`src/rtl/pwm_multi_ch.sv`:
```
// Multi-channel PWM generator: shared prescaler/period counter, per-channel duty
// with boundary-only updates, optional slew limiting, safe reversal and heartbeat watchdog.
module pwm_multi_ch #(
    parameter int CHANNELS   = 4,
    parameter int WIDTH      = 11,
    parameter int PRESCALE   = 1,
    parameter int WD_TIMEOUT = 4000000,
    parameter int RAMP_STEP  = 0
) (
    input  logic                         clk,
    input  logic                         rst,
    input  logic [CHANNELS*(WIDTH+2)-1:0] cmd,
    output logic [CHANNELS-1:0]          pwm_o,
    output logic [CHANNELS-1:0]          dir_o,
    output logic [CHANNELS-1:0]          enable_o,
    output logic [CHANNELS-1:0]          fault_o,
    output logic                         period_start_o
);

    localparam int PSC_W    = (PRESCALE > 1) ? $clog2(PRESCALE) : 1;
    localparam int WD_W     = $clog2(WD_TIMEOUT);
    localparam int RAMP_SAT = (RAMP_STEP > (1 << WIDTH)) ? (1 << WIDTH) : RAMP_STEP;

    localparam logic [PSC_W-1:0] PSC_MAX = PSC_W'(PRESCALE - 1);
    localparam logic [WD_W-1:0]  WD_MAX  = WD_W'(WD_TIMEOUT - 1);
    localparam logic [WIDTH:0]   RAMP_W  = (WIDTH + 1)'(RAMP_SAT);

    logic [PSC_W-1:0]    psc_q, psc_d;
    logic [WIDTH-1:0]    pcnt_q, pcnt_d;
    logic                period_start_q, period_start_d;
    logic                tick;
    logic                boundary;

    logic [WIDTH-1:0]    active_q [CHANNELS];
    logic [WIDTH-1:0]    active_d [CHANNELS];
    logic [WD_W-1:0]     wd_q [CHANNELS];
    logic [WD_W-1:0]     wd_d [CHANNELS];
    logic [CHANNELS-1:0] dir_q, dir_d;
    logic [CHANNELS-1:0] en_q, en_d;
    logic [CHANNELS-1:0] fault_q, fault_d;
    logic [CHANNELS-1:0] prev_hb_q, prev_hb_d;
    logic [CHANNELS-1:0] pwm_q, pwm_d;

    // Step the active duty toward the target without overshooting; WIDTH+1 bits keep the
    // difference and the sum free of wrap.
    function automatic logic [WIDTH-1:0] ramp_toward(input logic [WIDTH-1:0] cur,
                                                     input logic [WIDTH-1:0] tgt);
        logic [WIDTH:0] cur_w;
        logic [WIDTH:0] tgt_w;
        logic [WIDTH:0] diff;
        cur_w = {1'b0, cur};
        tgt_w = {1'b0, tgt};
        if (RAMP_STEP == 0) begin
            return tgt;
        end
        if (tgt_w >= cur_w) begin
            diff = tgt_w - cur_w;
            return (diff > RAMP_W) ? WIDTH'(cur_w + RAMP_W) : tgt;
        end
        diff = cur_w - tgt_w;
        return (diff > RAMP_W) ? WIDTH'(cur_w - RAMP_W) : tgt;
    endfunction

    always_comb begin
        tick           = (psc_q == PSC_MAX);
        psc_d          = tick ? '0 : psc_q + 1'b1;
        boundary       = tick && (pcnt_q == '1);
        pcnt_d         = tick ? pcnt_q + 1'b1 : pcnt_q;
        period_start_d = boundary;
    end

    always_comb begin
        dir_d     = dir_q;
        en_d      = en_q;
        fault_d   = fault_q;
        prev_hb_d = prev_hb_q;
        pwm_d     = '0;
        for (int c = 0; c < CHANNELS; c++) begin
            logic [WIDTH-1:0] duty_c;
            logic [WIDTH-1:0] target_c;
            logic             dir_c;
            logic             hb_c;
            duty_c      = cmd[c*(WIDTH+2) +: WIDTH];
            dir_c       = cmd[c*(WIDTH+2) + WIDTH];
            hb_c        = cmd[c*(WIDTH+2) + WIDTH + 1];
            target_c    = (dir_c == dir_q[c]) ? duty_c : '0;
            active_d[c] = active_q[c];
            wd_d[c]     = wd_q[c];

            // A reversal only commits once the channel has already settled at zero duty.
            if (boundary) begin
                if ((active_q[c] == '0) && (dir_c != dir_q[c])) begin
                    dir_d[c] = dir_c;
                end else begin
                    active_d[c] = ramp_toward(active_q[c], target_c);
                end
            end

            // Timeout overrides any boundary update made above.
            if (hb_c != prev_hb_q[c]) begin
                prev_hb_d[c] = hb_c;
                wd_d[c]      = '0;
                en_d[c]      = 1'b1;
            end else if (wd_q[c] == WD_MAX) begin
                en_d[c]      = 1'b0;
                fault_d[c]   = 1'b1;
                active_d[c]  = '0;
            end else begin
                wd_d[c]      = wd_q[c] + 1'b1;
            end

            pwm_d[c] = en_d[c] && (pcnt_d < active_d[c]);
        end
    end

    always_ff @(posedge clk) begin
        if (rst) begin
            psc_q          <= '0;
            pcnt_q         <= '0;
            period_start_q <= 1'b0;
            dir_q          <= '0;
            en_q           <= '0;
            fault_q        <= '0;
            prev_hb_q      <= '0;
            pwm_q          <= '0;
            for (int c = 0; c < CHANNELS; c++) begin
                active_q[c] <= '0;
                wd_q[c]     <= '0;
            end
        end else begin
            psc_q          <= psc_d;
            pcnt_q         <= pcnt_d;
            period_start_q <= period_start_d;
            dir_q          <= dir_d;
            en_q           <= en_d;
            fault_q        <= fault_d;
            prev_hb_q      <= prev_hb_d;
            pwm_q          <= pwm_d;
            for (int c = 0; c < CHANNELS; c++) begin
                active_q[c] <= active_d[c];
                wd_q[c]     <= wd_d[c];
            end
        end
    end

    assign pwm_o          = pwm_q;
    assign dir_o          = dir_q;
    assign enable_o       = en_q;
    assign fault_o        = fault_q;
    assign period_start_o = period_start_q;

endmodule
```
`config.mk`:
```
export PLATFORM = sky130hd
export DESIGN_NAME = pwm_multi_ch
export DESIGN_NICKNAME = d
export VERILOG_FILES = /design/src/rtl/pwm_multi_ch.sv
export SDC_FILE = /design/constraint.sdc
export NUM_CORES = 1
export LEC_CHECK = 0
export BUFFER_PORTS_ARGS = -buffer_cell sky130_fd_sc_hd__buf_2
export CAP_MARGIN = 20
export CORE_ASPECT_RATIO = 2
export CORE_MARGIN = 3
export CORE_UTILIZATION = 48
export DETAILED_ROUTE_END_ITERATION = 7
export GPL_ROUTABILITY_DRIVEN = 0
export HOLD_SLACK_MARGIN = 0.1
export PLACE_DENSITY = 0.76
export SLEW_MARGIN = 20
export SYNTH_ARGS = -nofsm -noshare
export SYNTH_HDL_FRONTEND = slang
export SYNTH_SLANG_ARGS = --single-unit
export TNS_END_PERCENT = 1
```
`constraint.sdc`:
```
create_clock -name clk -period 3.7 [get_ports clk]
set_input_delay 0.37 -clock clk [delete_from_list [all_inputs] [get_ports clk]]
set_output_delay 0.37 -clock clk [all_outputs]
set_load 0.02 [all_outputs]
```
==> run summary <==
- 0.3122 GHz — maximum clock rate
- 100.0 um — chip width
- 1176 — Final #Nets
- 0.01940 mm2 — overall die area
- 0 — Max Cap Viol
- 8.301 um2 — Synth Area per Inst
- 4.04 ns — Req. time, crit path
- ha_1, nand4_1, or3_1, buf_4, and2_1, o21ai_1, ha_1, a21oi_1, o21ai_0, o211ai_1, a21oi_1, nor4_1 — chain of cells forming the critical path
- 0 — antenna violations before repair
- 68 — row cnt
- 1 — Buf+Inv Stages, Crit Path
- 337 — Iteration-0 DRC Markers
- 395.3 mW/mm2 — power per cell area
- 4 — deepest level of the CTS H-tree
- 7303 — via count of the first global-routing pass
- 0 — Post-CTS Setup Bufs
- simple AND/OR/NAND/NOR gates — delay-heaviest family, CP
- sky130_fd_sc_hd__or3_1 — critical-path cell with the highest stage delay
- 1121 — nets in the synthesized netlist
- 0.01727 mm2 — Core Box Area
- done — TritonCTS clock tree
- 0 — Final Hold Viols
- 49.12% — Starting Density
- 0.008410 ns — worst clock skew
- 0.5243 ns — post-placement worst setup slack
- 0 — Synth warnings
- 70 — number of port buffers
- 0 — Final Slew Violations
- 0.43 ns — clock latency of the later-clocked register in the worst-skew pair
- 0.69 ns — Max stage delay on crit path
- 3785 uW — overall power of the completed layout
- 71 — Top-Level Pins
- sky130_fd_sc_hd__dfxtp_1 — most common cell in the synthesized netlist
- sky130_fd_sc_hd__dfxtp_1 (39%), sky130_fd_sc_hd__ha_1 (6.6%), sky130_fd_sc_hd__xnor2_1 (5.0%) — ranking of synthesized cells by area
- 0 ns — total negative slack for setup checks
- sky130_fd_sc_hd__dfxtp_1 (165), sky130_fd_sc_hd__nand2_1 (111), sky130_fd_sc_hd__nor2_1 (106) — cell types with the highest counts after synthesis
- sky130_fd_sc_hd__dfxtp_1 — leading area contributor after synthesis
- 39.64% — Max-Slew Margin vs Limit
- 1607 — filler cell count in the final layout
- 0 — hold-fix buffer count after cts
- 0.50 ns — internal reg-to-reg setup slack
- sky130_fd_sc_hd__dfxtp_1 — Top FF cell, synth
- 38.94% — area share of the largest cell type after synthesis
- 3.54 ns — Data arrival, critical path
- 1022 — synthesized instance count
- 0.2917 mV — worst vdd ir
- 12.88% — synth-to-layout area growth
- 0 — remaining design rule violation count
- 0 — ant diodes
- 5.734 — number of vias per cell after detailed routing
- 62 — number of distinct library cell variants in the gate-level netlist after synthesis
- 165 — number of clock sinks
- 3.203 ns — time the final worst path needs with I/O delays and setup
- 38.94% — sequential cell area fraction in the yosys report
- 0 — remaining global-route overflow
- reg -> reg — critical path class
- 55.44% — Final Util
- no — unrepaired setup endpoints after global routing
- 0.4974 ns — final critical-path setup slack
- register — Worst Setup End Kind
- in -> reg — kind of path behind the tightest hold check
- 4 — First-pass DRT Iterations
- 21 — crit-path max FO
- 33.69 mm — first-pass GRT wire length
- 0% — fraction of registers with async set/reset
- 0 — Resized cells post-CTS
- 17 — Inserted Clock Buffers
- sky130_fd_sc_hd__clkbuf_16 — Clock Root Buffer
- finished, final reports clean — outcome
- 165 — synthesis-stage register bit count
- 2 — maximum clock path buffer count
- 14.83 mm — HPWL after DPL
- 45 — maximum number of pins on one net before global-route repair
- 20.33 mm — overall routed net length
- 15.64 um — routed length per placed instance
- 21.33% — overall track demand over capacity in global routing
- 0 — count of flip-flops with a built-in enable after synthesis
- 0.008483 mm2 — Post-Synthesis Cell Area
- 0 — Antenna Nets Post-Route
- 0.07 ns — post-CTS clock slew at the launch and capture registers of the worst setup and hold paths
- 0 — Final setup violation count
- 0.003710 uW — static power due to leakage
- register — Critical Path Start Type
- 86.56% — post-route clock period utilization
- 11.74% — ratio of cells with drive above 1 in the final layout
- 7454 — number of vias in the routed layout
- 194.0 um — Die Y-Extent
- 0.9054 ns — transition at the pin with the smallest max-transition slack
[metrics by stage]
stage / hold WS, ns / instance area, um2 / cells
CTS: 0.1790 / 9575 / 1300
floorplan: 0.4525 / 8483 / 1022
finish: 0.1876 / 9575 / 1300
global route: 0.2003 / 9575 / 1300
global placement: 0.4339 / 8994 / 1268
detailed placement: 0.4379 / 8994 / 1268
[final timing paths]
path                    from           end  depth (start not counted)
setup reg to reg   pcnt_q[0]      pwm_o[0]                         12
setup / recovery   pcnt_q[0]      pwm_o[0]                         12
hold reg to reg   fault_o[2]    fault_o[2]                          2
hold / removal       cmd[25]  prev_hb_q[1]                          2
[worst register-to-register path: cells and delay by family, from the launching register on]
family / cells / cell delay (ns)
adder cells (fa/ha/maj): 2 / 0.53
buffers and inverters: 1 / 0.32
flip-flops: 1 / 0.40
AND/OR/NAND/NOR: 4 / 1.26
AO/OA/AOI/OAI: 5 / 0.61
[area by class of cell]
cell class                      instances  area (um2)  area share [%]
Tap cell                              210       262.8           2.744
Sequential cell                       165        3303           34.50
Clock inverter                         13       148.9           1.555
Multi-Input combinational cell        792        4903           51.21
Timing Repair Buffer                   82       452.9           4.730
Inverter                               19       71.32          0.7448
Clock buffer                           19       432.9           4.521
[metal layers]
metal	wire length, um	global-route usage (%)	vias up
met2	10960	39.36	169
met5	0	0	-
met1	7730	22.37	3514
met4	895	11.49	0
li1	-	-	3718
met3	750	3.493	53
[registers in the layout, summed over array words and instances (netlist names)]
name / flops
psc_q: 1
pwm_o: 4
active_q: 44
dir_o: 4
prev_hb_q: 4
pcnt_q: 11
period_start_o: 1
wd_q: 88
enable_o: 4
fault_o: 4
[report_power, final]
group | switching [uW] | internal (uW)
sequential | 16.8 | 1800
combinational | 125 | 77.9
clock | 763 | 1010
total | 905 | 2880
[layout by cell type, fill, tap and decap left out, types with 3 or more instances in the layout]
cell,count
sky130_fd_sc_hd__a2111oi_0,3
sky130_fd_sc_hd__a211oi_1,12
sky130_fd_sc_hd__a21o_1,13
sky130_fd_sc_hd__a21oi_1,70
sky130_fd_sc_hd__and2_1,9
sky130_fd_sc_hd__and3_1,27
sky130_fd_sc_hd__and4_1,10
sky130_fd_sc_hd__and4b_1,4
sky130_fd_sc_hd__buf_2,70
sky130_fd_sc_hd__buf_4,11
sky130_fd_sc_hd__clkbuf_16,17
sky130_fd_sc_hd__dfxtp_1,165
sky130_fd_sc_hd__ha_1,45
sky130_fd_sc_hd__inv_1,19
sky130_fd_sc_hd__inv_6,4
sky130_fd_sc_hd__mux2i_1,5
sky130_fd_sc_hd__nand2_1,111
sky130_fd_sc_hd__nand2b_1,10
sky130_fd_sc_hd__nand3_1,76
sky130_fd_sc_hd__nand4_1,24
sky130_fd_sc_hd__nand4b_1,3
sky130_fd_sc_hd__nor2_1,106
sky130_fd_sc_hd__nor2b_1,32
sky130_fd_sc_hd__nor3_1,26
sky130_fd_sc_hd__nor4_1,19
sky130_fd_sc_hd__nor4b_1,3
sky130_fd_sc_hd__o2111ai_1,3
sky130_fd_sc_hd__o211ai_1,3
sky130_fd_sc_hd__o21a_1,5
sky130_fd_sc_hd__o21ai_0,36
sky130_fd_sc_hd__o21ai_1,4
sky130_fd_sc_hd__o31ai_1,3
sky130_fd_sc_hd__or3_1,15
sky130_fd_sc_hd__xnor2_1,48
sky130_fd_sc_hd__xor2_1,32
[logic make-up (layout without fill, tap and decap cells)]
kind of cell    Yosys count  count (layout)  share of synthesized area, %
fa+ha+maj                45              45                         6.637
other cells               1               1                       0.04421
xor+xnor                 80              80                         8.260
compound gates          163             163                         11.64
buf+inv                  65             133                         3.333
mux                       6               6                        0.7227
flops                   165             165                         38.94
simple gates            497             497                         30.43
No activity file was read; power rests on OpenSTA's default activity.
